<file path="config.mk">
export PLATFORM = sky130hd
export DESIGN_NAME = pipeline_hazard_ctrl
export DESIGN_NICKNAME = d
export VERILOG_FILES = /design/src/rtl/pipeline_hazard_ctrl.sv
export SDC_FILE = /design/constraint.sdc
export NUM_CORES = 1
export LEC_CHECK = 0
export BUFFER_PORTS_ARGS = -buffer_cell sky130_fd_sc_hd__buf_2
export CAP_MARGIN = 20
export CORE_ASPECT_RATIO = 1.25
export CORE_MARGIN = 10
export CORE_UTILIZATION = 45
export DETAILED_ROUTE_END_ITERATION = 7
export PLACE_DENSITY = 0.75
export SYNTH_ARGS = -nofsm -noshare
export SYNTH_HDL_FRONTEND = slang
export SYNTH_SLANG_ARGS = --single-unit
</file>
<file path="constraint.sdc">
create_clock -name CLK -period 6.05 [get_ports CLK]
set_clock_uncertainty 0.15 [all_clocks]
set_input_delay 0.9075 -clock CLK [delete_from_list [all_inputs] [get_ports CLK]]
set_output_delay 0.9075 -clock CLK [all_outputs]
set_load 0.02 [all_outputs]
</file>
<file path="src/rtl/pipeline_hazard_ctrl.sv">
// Stall/flush sequencer for the 5-stage pipeline: latch enables and bubbles, data-memory
// request sequencing until dhit, load-use detection, taken-branch squash and sticky halt.
module pipeline_hazard_ctrl #(
    parameter int REG_W = 5,
    parameter int CNT_W = 16
) (
    input  logic             CLK,
    input  logic             nRST,
    input  logic             ihit,
    input  logic             dhit,
    input  logic             mem_ren,
    input  logic             mem_wen,
    input  logic             mem_halt,
    input  logic             mem_br_taken,
    input  logic             idex_memread,
    input  logic [REG_W-1:0] idex_rt,
    input  logic [REG_W-1:0] ifid_rs,
    input  logic [REG_W-1:0] ifid_rt,
    output logic             pc_en,
    output logic             ifid_en,
    output logic             idex_en,
    output logic             exmem_en,
    output logic             memwb_en,
    output logic             ifid_flush,
    output logic             idex_flush,
    output logic             exmem_flush,
    output logic             dREN,
    output logic             dWEN,
    output logic             imemREN,
    output logic             halt,
    output logic [CNT_W-1:0] stall_cnt,
    output logic [CNT_W-1:0] flush_cnt,
    output logic [1:0]       state_dbg
);

    typedef enum logic [1:0] {RUN = 2'd0, DWAIT = 2'd1, HALTED = 2'd2} state_t;

    state_t state, state_n;
    logic   access, load_use, stall_inc, flush_inc;

    assign access    = mem_ren | mem_wen;
    assign load_use  = idex_memread && (idex_rt != '0) &&
                       ((idex_rt == ifid_rs) || (idex_rt == ifid_rt));
    assign halt      = (state == HALTED);
    assign state_dbg = state;

    // Data request handshake: dREN/dWEN act as valid and are held steady, with the whole
    // pipeline frozen, until dhit (ready) is seen; the request is consumed in the dhit cycle.
    always_comb begin
        state_n     = state;
        pc_en       = 1'b0;
        ifid_en     = 1'b0;
        idex_en     = 1'b0;
        exmem_en    = 1'b0;
        memwb_en    = 1'b0;
        ifid_flush  = 1'b0;
        idex_flush  = 1'b0;
        exmem_flush = 1'b0;
        dREN        = 1'b0;
        dWEN        = 1'b0;
        imemREN     = 1'b0;
        flush_inc   = 1'b0;
        case (state)
            RUN, DWAIT: begin
                imemREN = 1'b1;
                dREN    = mem_ren;
                dWEN    = mem_wen;
                if (access && !dhit) begin
                    state_n = DWAIT;
                end else begin
                    state_n = RUN;
                    if (mem_halt) begin
                        imemREN = 1'b0;
                        state_n = HALTED;
                    end else if (mem_br_taken) begin
                        pc_en       = 1'b1;
                        ifid_en     = 1'b1;
                        idex_en     = 1'b1;
                        exmem_en    = 1'b1;
                        memwb_en    = 1'b1;
                        ifid_flush  = 1'b1;
                        idex_flush  = 1'b1;
                        exmem_flush = 1'b1;
                        flush_inc   = 1'b1;
                    end else if (load_use) begin
                        idex_en    = 1'b1;
                        idex_flush = 1'b1;
                        exmem_en   = 1'b1;
                        memwb_en   = 1'b1;
                    end else if (!ihit) begin
                        ifid_flush = 1'b1;
                        idex_en    = 1'b1;
                        exmem_en   = 1'b1;
                        memwb_en   = 1'b1;
                    end else begin
                        pc_en    = 1'b1;
                        ifid_en  = 1'b1;
                        idex_en  = 1'b1;
                        exmem_en = 1'b1;
                        memwb_en = 1'b1;
                    end
                end
            end
            default: state_n = HALTED;
        endcase
        // Strobes and bubbles must be quiet while reset is held, independent of the clock.
        if (!nRST) begin
            dREN        = 1'b0;
            dWEN        = 1'b0;
            ifid_flush  = 1'b0;
            idex_flush  = 1'b0;
            exmem_flush = 1'b0;
        end
    end

    assign stall_inc = (state != HALTED) && !pc_en;

    always_ff @(posedge CLK or negedge nRST) begin
        if (!nRST) begin
            state     <= RUN;
            stall_cnt <= '0;
            flush_cnt <= '0;
        end else begin
            state <= state_n;
            if (stall_inc && (stall_cnt != '1))
                stall_cnt <= stall_cnt + 1'b1;
            if (flush_inc && (flush_cnt != '1))
                flush_cnt <= flush_cnt + 1'b1;
        end
    end

endmodule

</file>
### After elaboration in Yosys (flattened, before gate mapping)

Cells that the tools add are included.

* eq/ne operators: 7
* bitwise logic cells: 1
* reductions and logical operators: 12
* add/sub/neg operators: 2
* multiplexer cells: 36

Operator list (number)
* $mux W1: 33
* $add A16 B1 Y16 const B: 2
* $ne A16 B16 Y1 const B: 2
* $eq A5 B5 Y1: 2
* $logic_and A1 B1 Y1: 6
* $mux W2: 3
* $reduce_bool A5 Y1: 1
* $eq A2 B1 Y1 const B: 1
* $eq A2 B2 Y1 const B: 1
* $logic_not A1 Y1: 2
* $logic_not A2 Y1: 1
* $ne A2 B2 Y1 const B: 1
* $reduce_or A2 Y1: 1
* $logic_or A1 B1 Y1: 1
* $or A1 B1 Y1: 1

* word-level logic and storage cells: 61
* register bits after elaboration: 34

### Logic depth before layout (Yosys ltp)

* word-level depth: 11
* gate-level depth with buffers: 9
* gate-level depth less buffers: 8

### Least setup slack after synthesis

Ideal clock, no wire load.

* path kind: input port to output port
* from: input idex_rt[1]
* to: output pc_en
* path slack: 2593 ps
* stages: 5
* data arrival time: 2400 ps
* required time: 4992 ps
* path through: or4_1 -> o221ai_2 -> a21oi_1 -> nor2b_1 -> buf_4

* cells in the longest elaborated chain, start to end: 8
* elaborated cells between the ends (all ways): 11
* classes of those cells: 2 x eq/ne; 5 x mux; 4 x reduce/logical

RTL lines
* start, declared: line 16 `input logic [REG_W-1:0] idex_rt,`
* $eq A5 B5 Y1 or $reduce_bool A5 Y1 (tied branches): line 43, 42
* $logic_or A1 B1 Y1 or $logic_and A1 B1 Y1 (tied branches): line 43, 42
* $logic_and A1 B1 Y1 (*): line 42 `assign load_use = idex_memread && (idex_rt != '0) &&`
* $mux W1 (*) (5 in a row)
* end, declared: line 19 `output logic pc_en,`

Mark *: on every way between the ends. The rest lies on a longest branch, timed or not.

### Worst setup path after layout

* from: input idex_rt[1]
* to: output pc_en

* cells in the longest elaborated chain, start to end: 8
* elaborated cells between the ends (all ways): 11
* classes of those cells: 2 x eq/ne; 5 x mux; 4 x reduce/logical

RTL lines
* $eq A5 B5 Y1 or $reduce_bool A5 Y1 (tied branches): line 43, 42
* $logic_or A1 B1 Y1 or $logic_and A1 B1 Y1 (tied branches): line 43, 42
* $logic_and A1 B1 Y1 (*): line 42
* $mux W1 (*): line 85 `end else if (load_use) begin`
* $mux W1 (*): line 75 `end else if (mem_br_taken) begin`
* $mux W1 (*): line 72 `if (mem_halt) begin`
* $mux W1 (*): line 68 `if (access && !dhit) begin`
* $mux W1 (*): line 63 `case (state)`

Marked as above.

==> impl_table.tex <==
\begin{tabular}{lr}
\hline
Metric & Value \\
\hline
\multicolumn{2}{l}{\textbf{Setup path}} \\
\quad Crit-path most repeated cell & buf\_2 \\
\quad Startpoint type of the worst setup path & primary input \\
\quad Register-to-Register Path Depth & 7 \\
\quad Master of the slowest instance on the critical path & or4\_1 \\
\quad Required time at the worst-slack endpoint & 4.99 ns \\
\quad Critical path's largest stage delay & 0.53 ns \\
\quad Top fanout value on the critical path & 4 \\
\quad Reg2Reg Capture Point & stall\_cnt[1]\$\_DFFE\_PN0P\_ \\
\quad R2R setup slack & 3.80 ns \\
\quad CP endpoint kind & output port \\
\quad Arrival time at the worst endpoint & 2.31 ns \\
\quad Category of the most critical setup path & primary input to output port \\
\quad Chain of cells forming the critical path & buf\_2 > or4\_1 > o221ai\_2 > a21oi\_1 > nor2b\_1 > buf\_2 \\
\quad Worst reg2reg startpoint & stall\_cnt[0]\$\_DFFE\_PN0P\_ \\
\multicolumn{2}{l}{\textbf{Logic synthesis}} \\
\quad Register bit count reported by yosys & 34 \\
\quad Yosys top cell by area & dfrtp\_1 \\
\quad Synthesized cell area & 0.00177 sq mm \\
\quad Number of cells produced by synthesis & 164 \\
\quad Synth Area in XOR/XNOR & 0.193 \\
\quad Number of enable flip-flop cells after synthesis & 0 \\
\quad Prevailing post-synth register cell & dfrtp\_1 \\
\quad Adder and majority cell fraction of the synthesized area & 0.0142 \\
\quad Sequential fraction of the synthesis area & 0.482 \\
\quad Synth Area in Simple Gates & 0.214 \\
\quad Synth Area in Compound Gates & 0.0581 \\
\quad Net count after synthesis & 190 \\
\quad Share of flip-flops with an asynchronous set or reset & 1.00 \\
\quad Dominant combinational cell family by area after synthesis & simple AND/OR/NAND/NOR gates \\
\quad Ranking of synthesized cells by area & dfrtp\_1 48\%, xnor2\_1 16\%, nand3\_1 4.2\%, xor2\_1 3.5\%, nand2\_1 3.0\% \\
\quad Total number of yosys warnings & 0 \\
\quad Yosys cell types & 31 \\
\quad Avg Synthesized Cell Area & 10.8 sq um \\
\quad Fraction of synthesized area in multiplexers & 0.0127 \\
\quad Top cell type's share of synthesized area & 0.482 \\
\multicolumn{2}{l}{\textbf{STA}} \\
\quad Count of final hold-check violations & 0 \\
\quad Setup TNS after final layout & 0 ns \\
\quad Max\_slew headroom & 0.468 \\
\quad Count of final max-slew check failures & 0 \\
\quad Final setup violating endpoints & 0 \\
\quad Final worst-path cycle share & 0.557 \\
\quad Upper clock frequency limit & 297 MHz \\
\quad Worst Tran Pin Value & 0.798 ns \\
\quad Setup repair after global routing missed its margin & no \\
\quad Minimum period implied by the final worst setup slack & 3.37 ns \\
\multicolumn{2}{l}{\textbf{Clocking}} \\
\quad Cts bufs inserted & 5 \\
\quad Clock tree from TritonCTS & built \\
\quad Sink Count & 34 \\
\quad Number of buffers inserted to repair setup after CTS & 0 \\
\quad Root buffer cell & clkbuf\_8 \\
\quad Latest clock arrival within the worst-skew pair & 0.28 ns \\
\quad Clock Tree Buf Depth & 2 \\
\quad CTS H-tree lvls & 2 \\
\quad Post-CTS resize count & 0 \\
\quad Post-CTS Hold Fix Bufs & 0 \\
\quad Clock-pin slew of the registers on the worst-case setup and hold paths & 0.06 ns \\
\multicolumn{2}{l}{\textbf{Route}} \\
\quad Avg Vias per Cell & 4.84 \\
\quad Total wire length after detailed routing & 4.15 mm \\
\quad Number of vias after detailed routing & 1403 \\
\quad 1st-pass router iterations & 4 \\
\quad Detailed router's first-iteration violation count & 39 \\
\quad Mean routed wirelength per cell & 14.3 um \\
\quad Final ANT Viol Nets & 0 \\
\quad DRC errors left & 0 \\
\multicolumn{2}{l}{\textbf{Final layout}} \\
\quad Post-layout nets & 261 \\
\quad Fraction of layout instances using a drive strength above 1 & 0.347 \\
\quad Number of diodes & 0 \\
\quad P\&R area growth vs syn & 27.4\% \\
\quad Non-Filler Cell Area, Final & 0.00225 sq mm \\
\multicolumn{2}{l}{\textbf{Power}} \\
\quad Total power divided by cell area & 236 mW/mm\^{}2 \\
\quad Worst ir drop on vdd & 0.000218 V \\
\quad Leakage power & 1.13 nW \\
\multicolumn{2}{l}{\textbf{Place}} \\
\quad Instance area at placement & 0.00214 sq mm \\
\quad HPWL after detailed placement & 3.28 mm \\
\quad Port Buffers & 69 \\
\quad Routability cong. & 0.882 \\
\multicolumn{2}{l}{\textbf{Worst hold path}} \\
\quad Hold Crit Start & stall\_cnt[6]\$\_DFFE\_PN0P\_ \\
\quad Min-Delay Path Class & flop to flop \\
\quad Endpoint, Worst Hold & stall\_cnt[6]\$\_DFFE\_PN0P\_ \\
\quad Worst hold stages & 1 \\
\multicolumn{2}{l}{\textbf{Global routing}} \\
\quad Via count of the first global-routing pass & 1472 \\
\quad Wire length of the first global-routing pass & 7.00 mm \\
\quad Largest net degree at the start of global routing & 39 \\
\quad Remaining global-route overflow & 0 \\
\quad Total track usage & 0.123 \\
\quad Initial antenna violation count & 0 \\
\multicolumn{2}{l}{\textbf{Outcome}} \\
\quad Result of the run & finished clean \\
\multicolumn{2}{l}{\textbf{Die}} \\
\quad Number of top-level design ports & 70 \\
\quad Die height & 90.1 um \\
\quad Initial core utilization & 0.467 \\
\quad Horizontal die dimension & 76.0 um \\
\quad Die area & 0.00685 sq mm \\
\quad \# rows & 25 \\
\quad Core Box Area & 0.00378 sq mm \\
\multicolumn{2}{l}{\textbf{Flow run}} \\
\quad Number of maximum-capacitance violations & 0 \\
\hline
\end{tabular}
metrics by stage:
stage / hold slack (ns) / cells / setup WS [ns] / util / power [W]
floorplan: 0.443 / 164 / 2.59 / - / 0.000299
global placement: 0.323 / 282 / 2.71 / 0.567 / 0.000333
detailed placement: 0.327 / 282 / 2.69 / 0.567 / 0.000335
CTS: 0.342 / 290 / 2.68 / 0.595 / 0.000539
global route: 0.358 / 290 / 2.60 / 0.595 / 0.000560
finish: 0.335 / 290 / 2.68 / 0.595 / 0.000532
critical path, delay by kind of cell:
family,cells,cell delay (ns)
AOI/OAI and AO/OA,2,0.43
and+or+nand+nor,2,0.67
buffers and inverters,2,0.30
worst max path at each step:
stage | startpoint | depth (start not counted) | slack (ns) | to
finish | idex_rt[1] | 6 | 2.68 | pc_en
global route | idex_rt[1] | 6 | 2.60 | pc_en
CTS | idex_rt[1] | 6 | 2.68 | pc_en
detailed placement | idex_rt[1] | 6 | 2.69 | pc_en
global placement | idex_rt[1] | 6 | 2.71 | ifid_en
floorplan | idex_rt[1] | 5 | 2.59 | pc_en
logic make-up (layout without fill, tap and decap cells):
family / count (synthesis) / in the layout
AND/OR/NAND/NOR: 68 / 68
XOR/XNOR: 39 / 39
buffers and inverters: 8 / 80
flip-flops: 34 / 34
adder cells (fa/ha/maj): 2 / 2
multiplexers: 2 / 2
AO/OA/AOI/OAI: 11 / 11
sequential cells by signal, summed over array words and instances, names as in the netlist:
| name | flops |
|---|---|
| state_dbg | 2 |
| stall_cnt | 16 |
| flush_cnt | 16 |
Yosys cell counts (2+ instances only):
| cell | number |
|---|---|
| nor3_1 | 4 |
| and3_1 | 6 |
| inv_1 | 3 |
| a21oi_1 | 5 |
| nand2_1 | 14 |
| and3_4 | 2 |
| ha_1 | 2 |
| and3b_1 | 2 |
| xor2_1 | 7 |
| nor2_1 | 7 |
| dfrtp_1 | 34 |
| nor2b_1 | 3 |
| mux2_1 | 2 |
| xnor2_1 | 32 |
| buf_4 | 4 |
| nand3_1 | 15 |
| nand4_1 | 8 |
cells in the final DEF, fill, tap and decap left out, types with 2 or more instances in the layout:
cell type	n
nor2_1	7
nor2b_1	3
clkbuf_8	5
and3_4	2
nand4_1	8
a21oi_1	5
inv_1	3
nor3_1	4
nand2_1	14
xnor2_1	32
dfrtp_1	34
xor2_1	7
mux2_1	2
buf_2	69
and3_1	6
clkbuf_1	2
nand3_1	15
and3b_1	2
ha_1	2
layout make-up:
| class | count | area, sq um |
|---|---|---|
| inverter | 3 | 11.3 |
| multi-input combinational | 122 | 870 |
| tap | 54 | 67.6 |
| fill | 340 | 1530 |
| sequential | 34 | 851 |
| clock buffer | 7 | 76.3 |
| clock inverter | 1 | 30.0 |
| timing repair buffer | 69 | 345 |
where the power goes:
group,switching [W],internal [W]
registers,0.0000174,0.000240
logic,0.0000417,0.0000293
clock network,0.0000795,0.000123
metal layers:
layer  vias up  global-route usage  wire length, um
li1        703                   -                -
met1       655               0.128             1670
met2        39               0.214             2140
met3         6              0.0568              297
met4         0              0.0380               46
met5         -                   0                0
Power figures use the tool's default switching activity.
